$ cat config.mk
export PLATFORM = sky130hd
export DESIGN_NAME = imm_gen_stage_flat
export DESIGN_NICKNAME = d
export VERILOG_FILES = /design/src/rtl/imm_gen_stage_pkg.sv /design/src/rtl/imm_gen_stage_if.sv /design/src/rtl/imm_gen_stage_decode.sv /design/src/rtl/imm_gen_stage.sv /design/src/flat_wrapper.sv
export SDC_FILE = /design/constraint.sdc
export NUM_CORES = 1
export LEC_CHECK = 0
export CAP_MARGIN = 20
export CORE_MARGIN = 1.5
export CORE_UTILIZATION = 45
export CTS_CLUSTER_SIZE = 25
export DETAILED_ROUTE_END_ITERATION = 8
export GPL_TIMING_DRIVEN = 1
export PLACE_DENSITY = 0.73
export REMOVE_ABC_BUFFERS = 1
export SYNTH_ARGS = -nofsm -noshare
export SYNTH_HDL_FRONTEND = slang
export SYNTH_SLANG_ARGS = --single-unit
$ cat constraint.sdc
create_clock -name clk -period 3.05 [get_ports clk]
set_input_delay 0.4575 -clock clk [delete_from_list [all_inputs] [get_ports clk]]
set_output_delay 0.4575 -clock clk [all_outputs]
set_load 0.03 [all_outputs]
$ cat src/rtl/imm_gen_stage_pkg.sv
// Shared types for the immediate generator stage: immediate-type encoding,
// buffer occupancy states and the XLEN legality check.
package imm_pkg;

    localparam int unsigned INSTR_W = 32;
    localparam int unsigned SRC_W   = 3;

    typedef enum logic [SRC_W-1:0] {
        IMM_I   = 3'b000,
        IMM_S   = 3'b001,
        IMM_B   = 3'b010,
        IMM_J   = 3'b011,
        IMM_U   = 3'b100,
        IMM_Z   = 3'b101,
        IMM_SH  = 3'b110,
        IMM_BAD = 3'b111
    } imm_src_e;

    typedef enum logic [1:0] {
        ST_EMPTY = 2'd0,
        ST_ONE   = 2'd1,
        ST_TWO   = 2'd2
    } occ_e;

    function automatic bit xlen_ok(input int unsigned xlen);
        return (xlen == 32) || (xlen == 64);
    endfunction

endpackage

$ cat src/rtl/imm_gen_stage_if.sv
// Decode-to-execute immediate channel: upstream entry request and downstream result.
interface imm_gen_stage_if
    import imm_pkg::*;
#(
    parameter int unsigned XLEN  = 32,
    parameter int unsigned TAG_W = 32
) ();

    logic               in_valid;
    logic               in_ready;
    logic [INSTR_W-1:0] in_instr;
    imm_src_e           in_imm_src;
    logic [TAG_W-1:0]   in_tag;

    logic               out_valid;
    logic               out_ready;
    logic [XLEN-1:0]    out_imm;
    logic [TAG_W-1:0]   out_tag;
    logic               out_illegal;

    modport master (
        output in_valid, in_instr, in_imm_src, in_tag, out_ready,
        input  in_ready, out_valid, out_imm, out_tag, out_illegal
    );

    modport slave (
        input  in_valid, in_instr, in_imm_src, in_tag, out_ready,
        output in_ready, out_valid, out_imm, out_tag, out_illegal
    );

endinterface

$ cat src/rtl/imm_gen_stage_decode.sv
// Combinational immediate extraction for RV I/S/B/J/U plus CSR zimm and shamt.
module imm_decode
    import imm_pkg::*;
#(
    parameter int unsigned XLEN = 32
) (
    input  logic [INSTR_W-1:0] instr,
    input  imm_src_e           imm_src,
    output logic [XLEN-1:0]    imm_c,
    output logic               illegal_c
);

    localparam int unsigned SH_W = (XLEN == 64) ? 6 : 5;

    // Opcode field is decoded elsewhere.
    logic unused_opcode;
    assign unused_opcode = ^instr[6:0];

    // Size casts of signed fields sign-extend; unsigned fields zero-extend.
    always_comb begin
        imm_c     = '0;
        illegal_c = 1'b0;
        case (imm_src)
            IMM_I:   imm_c = XLEN'($signed(instr[31:20]));
            IMM_S:   imm_c = XLEN'($signed({instr[31:25], instr[11:7]}));
            IMM_B:   imm_c = XLEN'($signed({instr[31], instr[7], instr[30:25],
                                             instr[11:8], 1'b0}));
            IMM_J:   imm_c = XLEN'($signed({instr[31], instr[19:12], instr[20],
                                             instr[30:21], 1'b0}));
            IMM_U:   imm_c = XLEN'($signed({instr[31:12], 12'b0}));
            IMM_Z:   imm_c = XLEN'(instr[19:15]);
            IMM_SH:  imm_c = XLEN'(instr[20 +: SH_W]);
            IMM_BAD: illegal_c = 1'b1;
            default: illegal_c = 1'b1;
        endcase
    end

endmodule

$ cat src/rtl/imm_gen_stage.sv
// Pipelined immediate generator: decodes at the input, then buffers results in a
// main register plus one skid entry so in_ready never depends on out_ready.
module imm_gen_stage
    import imm_pkg::*;
#(
    parameter int unsigned XLEN  = 32,
    parameter int unsigned TAG_W = 32
) (
    input  logic             clk,
    input  logic             rst,
    input  logic             flush,
    imm_gen_stage_if.slave   bus
);

    if (!xlen_ok(XLEN)) begin : g_bad_xlen
        $error("imm_gen_stage: XLEN must be 32 or 64");
    end

    logic [XLEN-1:0] dec_imm_c;
    logic            dec_illegal_c;

    imm_decode #(.XLEN(XLEN)) u_decode (
        .instr     (bus.in_instr),
        .imm_src   (bus.in_imm_src),
        .imm_c     (dec_imm_c),
        .illegal_c (dec_illegal_c)
    );

    occ_e             state_q, state_d;
    logic             out_valid_q, out_valid_d;
    logic             in_ready_q, in_ready_d;
    logic [XLEN-1:0]  main_imm_q, main_imm_d;
    logic [TAG_W-1:0] main_tag_q, main_tag_d;
    logic             main_ill_q, main_ill_d;
    logic [XLEN-1:0]  skid_imm_q, skid_imm_d;
    logic [TAG_W-1:0] skid_tag_q, skid_tag_d;
    logic             skid_ill_q, skid_ill_d;
    logic             accept_c, drain_c;

    // Occupancy FSM; data registers only move on accept or skid-to-main promotion.
    always_comb begin
        state_d    = state_q;
        main_imm_d = main_imm_q;
        main_tag_d = main_tag_q;
        main_ill_d = main_ill_q;
        skid_imm_d = skid_imm_q;
        skid_tag_d = skid_tag_q;
        skid_ill_d = skid_ill_q;
        accept_c   = bus.in_valid && in_ready_q;
        drain_c    = out_valid_q && bus.out_ready;

        if (flush) begin
            state_d = ST_EMPTY;
        end else begin
            case (state_q)
                ST_EMPTY: begin
                    if (accept_c) begin
                        state_d    = ST_ONE;
                        main_imm_d = dec_imm_c;
                        main_tag_d = bus.in_tag;
                        main_ill_d = dec_illegal_c;
                    end
                end
                ST_ONE: begin
                    if (accept_c && drain_c) begin
                        main_imm_d = dec_imm_c;
                        main_tag_d = bus.in_tag;
                        main_ill_d = dec_illegal_c;
                    end else if (accept_c) begin
                        state_d    = ST_TWO;
                        skid_imm_d = dec_imm_c;
                        skid_tag_d = bus.in_tag;
                        skid_ill_d = dec_illegal_c;
                    end else if (drain_c) begin
                        state_d = ST_EMPTY;
                    end
                end
                ST_TWO: begin
                    if (drain_c) begin
                        state_d    = ST_ONE;
                        main_imm_d = skid_imm_q;
                        main_tag_d = skid_tag_q;
                        main_ill_d = skid_ill_q;
                    end
                end
                default: state_d = ST_EMPTY;
            endcase
        end

        out_valid_d = (state_d != ST_EMPTY);
        in_ready_d  = (state_d != ST_TWO);
    end

    always_ff @(posedge clk) begin
        if (rst) begin
            state_q     <= ST_EMPTY;
            out_valid_q <= 1'b0;
            in_ready_q  <= 1'b1;
            main_imm_q  <= '0;
            main_tag_q  <= '0;
            main_ill_q  <= 1'b0;
            skid_imm_q  <= '0;
            skid_tag_q  <= '0;
            skid_ill_q  <= 1'b0;
        end else begin
            state_q     <= state_d;
            out_valid_q <= out_valid_d;
            in_ready_q  <= in_ready_d;
            main_imm_q  <= main_imm_d;
            main_tag_q  <= main_tag_d;
            main_ill_q  <= main_ill_d;
            skid_imm_q  <= skid_imm_d;
            skid_tag_q  <= skid_tag_d;
            skid_ill_q  <= skid_ill_d;
        end
    end

    assign bus.in_ready    = in_ready_q;
    assign bus.out_valid   = out_valid_q;
    assign bus.out_imm     = main_imm_q;
    assign bus.out_tag     = main_tag_q;
    assign bus.out_illegal = main_ill_q;

endmodule

$ cat src/flat_wrapper.sv
// flat-port wrapper written by rule: the top's interface ports become plain ports
module imm_gen_stage_flat import imm_pkg::*;
#(
    parameter int unsigned XLEN  = 32,
    parameter int unsigned TAG_W = 32
)
  (clk, rst, flush, bus_in_valid, bus_in_instr, bus_in_imm_src, bus_in_tag, bus_out_ready, bus_in_ready, bus_out_valid, bus_out_imm, bus_out_tag, bus_out_illegal);
  imm_gen_stage_if #(.XLEN(XLEN), .TAG_W(TAG_W)) bus_i ();
  input  logic clk;
  input  logic rst;
  input  logic flush;
  input wire logic [$bits(bus_i.in_valid)-1:0] bus_in_valid;
  input wire logic [$bits(bus_i.in_instr)-1:0] bus_in_instr;
  input wire logic [$bits(bus_i.in_imm_src)-1:0] bus_in_imm_src;
  input wire logic [$bits(bus_i.in_tag)-1:0] bus_in_tag;
  input wire logic [$bits(bus_i.out_ready)-1:0] bus_out_ready;
  output wire logic [$bits(bus_i.in_ready)-1:0] bus_in_ready;
  output wire logic [$bits(bus_i.out_valid)-1:0] bus_out_valid;
  output wire logic [$bits(bus_i.out_imm)-1:0] bus_out_imm;
  output wire logic [$bits(bus_i.out_tag)-1:0] bus_out_tag;
  output wire logic [$bits(bus_i.out_illegal)-1:0] bus_out_illegal;
  assign bus_i.in_valid = bus_in_valid;
  assign bus_i.in_instr = bus_in_instr;
  assign bus_i.in_imm_src = bus_in_imm_src;
  assign bus_i.in_tag = bus_in_tag;
  assign bus_i.out_ready = bus_out_ready;
  assign bus_in_ready = bus_i.in_ready;
  assign bus_out_valid = bus_i.out_valid;
  assign bus_out_imm = bus_i.out_imm;
  assign bus_out_tag = bus_i.out_tag;
  assign bus_out_illegal = bus_i.out_illegal;
  imm_gen_stage #(.XLEN(XLEN), .TAG_W(TAG_W)) u_core (.clk(clk), .rst(rst), .flush(flush), .bus(bus_i));
endmodule
==> impl_metrics.toml <==
[synthesis]
synth_compound_area_share_pct = 22.6
syn_avg_cell_area_sq_um = 8.20
syn-cell-area_sq_mm = 0.00571
synth_top_family_by_area = "simple AND/OR/NAND/NOR gates"
synth_edf_count = 0
yosys-top-cells-area = "dfxtp_1 (47%), nand2_1 (10%), a21oi_1 (5.7%), nor2_1 (5.6%), a311oi_1 (5.2%)"
synth_cell_types = 43
yosysWarnings = 0
ys_seq_elements = 134
yosys.area_share.xor_xnor_pct = 0.285
yosys.area_share.simple_pct = 23.1
synth_mux_area_share_pct = 1.86
async_flop_share_pct = 0
synth_top_area_cell = "dfxtp_1"
netlist_instances = 696
synthAdderAreaFrac_pct = 0
ys.flop_type = "dfxtp_1"
synth_top_area_share_pct = 47.0
yosysSeqAreaShare_pct = 47.0

[sta]
maxSlewViolCount = 0
skew_ns = 0.00683
finalHoldViolCount = 0
finalCriticalPeriod_ns = 2.24
fin_crit_sh_pct = 73.4
fin_setup_tns_ns = 0
setup_viol = 0
rsz0062_at_grt = "false"
max_freq_mhz = 447
tightestPinTransition_ns = 1.04
slew_headroom_pct = 30.8
holdWs_ns = 0.449

[clock_network]
hold_buffers = 0
clk_pin_slew_worst_paths_ns = 0.06
cts_tree = "yes"
cts_buffers = 17
cts_buffer_depth = 2
cts_sinks = 134
cts_resized = 0
worstSkewPairLatency_ns = 0.41
cts_root_buf = "clkbuf_16"
postCtsSetupBuffers = 0
h-tree-depth = 4

[grt]
grt_max_degree = 126
grt_pass1_vias = 4944
antenna_found_initial = 0
track_usage_pct = 23.1
gr-total-overflow = 0
grt_pass1_wl_mm = 24.5

[cells_and_area]
num-fill-cells = 1073
stdcell_area_sq_mm = 0.00771
antenna-diode-count = 0
drive_above_1_share_pct = 8.55
syn2layout_area_growth_pct = 35.0
final_cells = 975
finalNetCount = 867

[setup_path]
r2r-end = "u_core.bus.out_imm[21]"
worstSetupPathType = "input pin to register"
crit_arrival_ns = 2.54
rr_worst_depth = 4
rrSetupSlack_ns = 0.86
r2r-start = "u_core.state_q[0]"
crit_fanout = 46
crit_path_end_kind = "register"
worstPathRequired_ns = 3.35
startpoint_type = "input pin"

[placement]
dp_hpwl_mm = 9.53
port_buffers = 131
post_dp_cell_area_sq_mm = 0.00712
place_congestion = 0.835
dp_cells = 944

[floorplan]
die_h_microns = 116
core_area_sq_mm = 0.0122
die_width_microns = 116
num_rows = 40
dieArea_sq_mm = 0.0134
initial_utilization_pct = 46.8
io_pins = 139

[drt]
vias = 5405
vias_per_cell = 5.54
dr.pass1.iters = 5
drtAntennaViolNets = 0
drc = 0
first_iter_violations = 509
post_drt_wl_per_cell_microns = 15.5
routed_wl_mm = 15.1

[min_path]
hp-start = "u_core.bus.out_imm[25]"
holdPathStages = 2
hold_end = "u_core.bus.out_imm[25]"
hp-class = "register to register"

[flow_run]
drv_cap = 0

[pwr]
p_leak_uw = 0.00267
p_per_area_mw_per_mm2 = 582
vdd_ir_drop_max_mv = 0.527
power.total_uw = 4480

[run_status]
status = "complete, no violations"
[report_power, final]
part | leakage (uW) | switching [uW] | internal (uW)
sequential | 0.00109 | 36.8 | 1820
clock | 0.000281 | 731 | 1280
combinational | 0.00130 | 347 | 267
total | 0.00267 | 1110 | 3370
[final cells by class]
type	instances	area [sq um]	share of cell area [%]
clock inverter	8	97.6	1.27
timing repair buffer	145	1460	19.0
multi-input combinational	495	2760	35.8
clock buffer	23	488	6.33
inverter	2	7.51	0.0974
tap	168	210	2.73
sequential	134	2680	34.8
[metrics by stage]
stage               setup WS (ns)  util, %
floorplan                   -1.05        -
global placement            0.485     58.3
detailed placement          0.430     58.3
CTS                         0.848     63.1
global route                0.720     63.1
finish                      0.811     63.1
[cell families (layout without fill, tap and decap cells)]
| logic type | after synthesis | count (layout) |
|---|---|---|
| muxes | 10 | 10 |
| buffers and inverters | 67 | 178 |
| DFF | 134 | 134 |
| AOI/OAI and AO/OA | 176 | 176 |
| and+or+nand+nor | 308 | 308 |
| xor gates and xnor gates | 1 | 1 |
[cell usage in the layout, fill, tap and decap left out, types with 6 or more instances in the layout]
cell	Yosys	routed
clkdlybuf4s50_1	0	130
a21oi_1	65	65
nor3_1	7	7
nand3b_1	7	7
o21ai_0	6	6
nand2_1	158	158
and2_1	7	7
a211oi_1	36	36
a311oi_1	34	34
nor2_1	85	84
nor3b_1	7	7
dfxtp_1	134	134
o221ai_1	6	6
clkbuf_16	0	17
buf_4	5	11
nand3_1	18	18
o41ai_2	8	8
[per-layer routing]
metal	global-route usage (%)	vias to the layer above	routed length (microns)	part of all wire, %
met2	36.4	190	6900	46
met5	0	-	0	0
met4	6.42	0	197	1.3
li1	-	2650	-	-
met1	31.0	2547	6910	46
met3	6.64	18	1110	7.3
[state kept, by name, indices dropped and copies added, names as in the netlist]
name,count
u_core.state_q,2
u_core.skid_ill_q,1
u_core.skid_tag_q,32
u_core.bus.out_valid,1
u_core.bus.in_ready,1
u_core.skid_imm_q,32
u_core.bus.out_imm,32
u_core.bus.out_tag,32
u_core.bus.out_illegal,1
[worst max-delay path by stage]
stage                              start                endpoint  slack [ns]
finish                     bus_out_ready  u_core.bus.out_imm[21]        0.81
global placement                   flush  u_core.bus.out_imm[20]        0.48
CTS                        bus_out_ready  u_core.bus.out_imm[21]        0.85
global route               bus_out_ready  u_core.bus.out_imm[11]        0.72
detailed placement         bus_out_ready  u_core.bus.out_imm[22]        0.43
floorplan           u_core.bus.out_valid   u_core.bus.out_imm[4]       -1.05
[cells in the mapped netlist (2+ instances only)]
library cell and count:
nand2_1 158, dfxtp_1 134, nor2_1 85, a21oi_1 65
clkbuf_1 42, a211oi_1 36, a311oi_1 34, nand3_1 18
buf_2 15, o41ai_2 8, and2_1 7, nand3b_1 7
nor3_1 7, nor3b_1 7, o21ai_0 6, o221ai_1 6
buf_4 5, mux2_2 5, mux2i_1 5, nor2b_1 5
o211ai_1 5, a22oi_1 4, a31o_2 4, nand2b_1 4
nand4_1 4, inv_1 2, nand4b_1 2
[worst max-delay path: stages]
cell,delay [ns]
clkdlybuf4s50_1,0.48
a21boi_1,0.30
o32a_2,0.90
a211oi_1,0.11
a31o_2,0.26
Power figures use the tool's default switching activity.
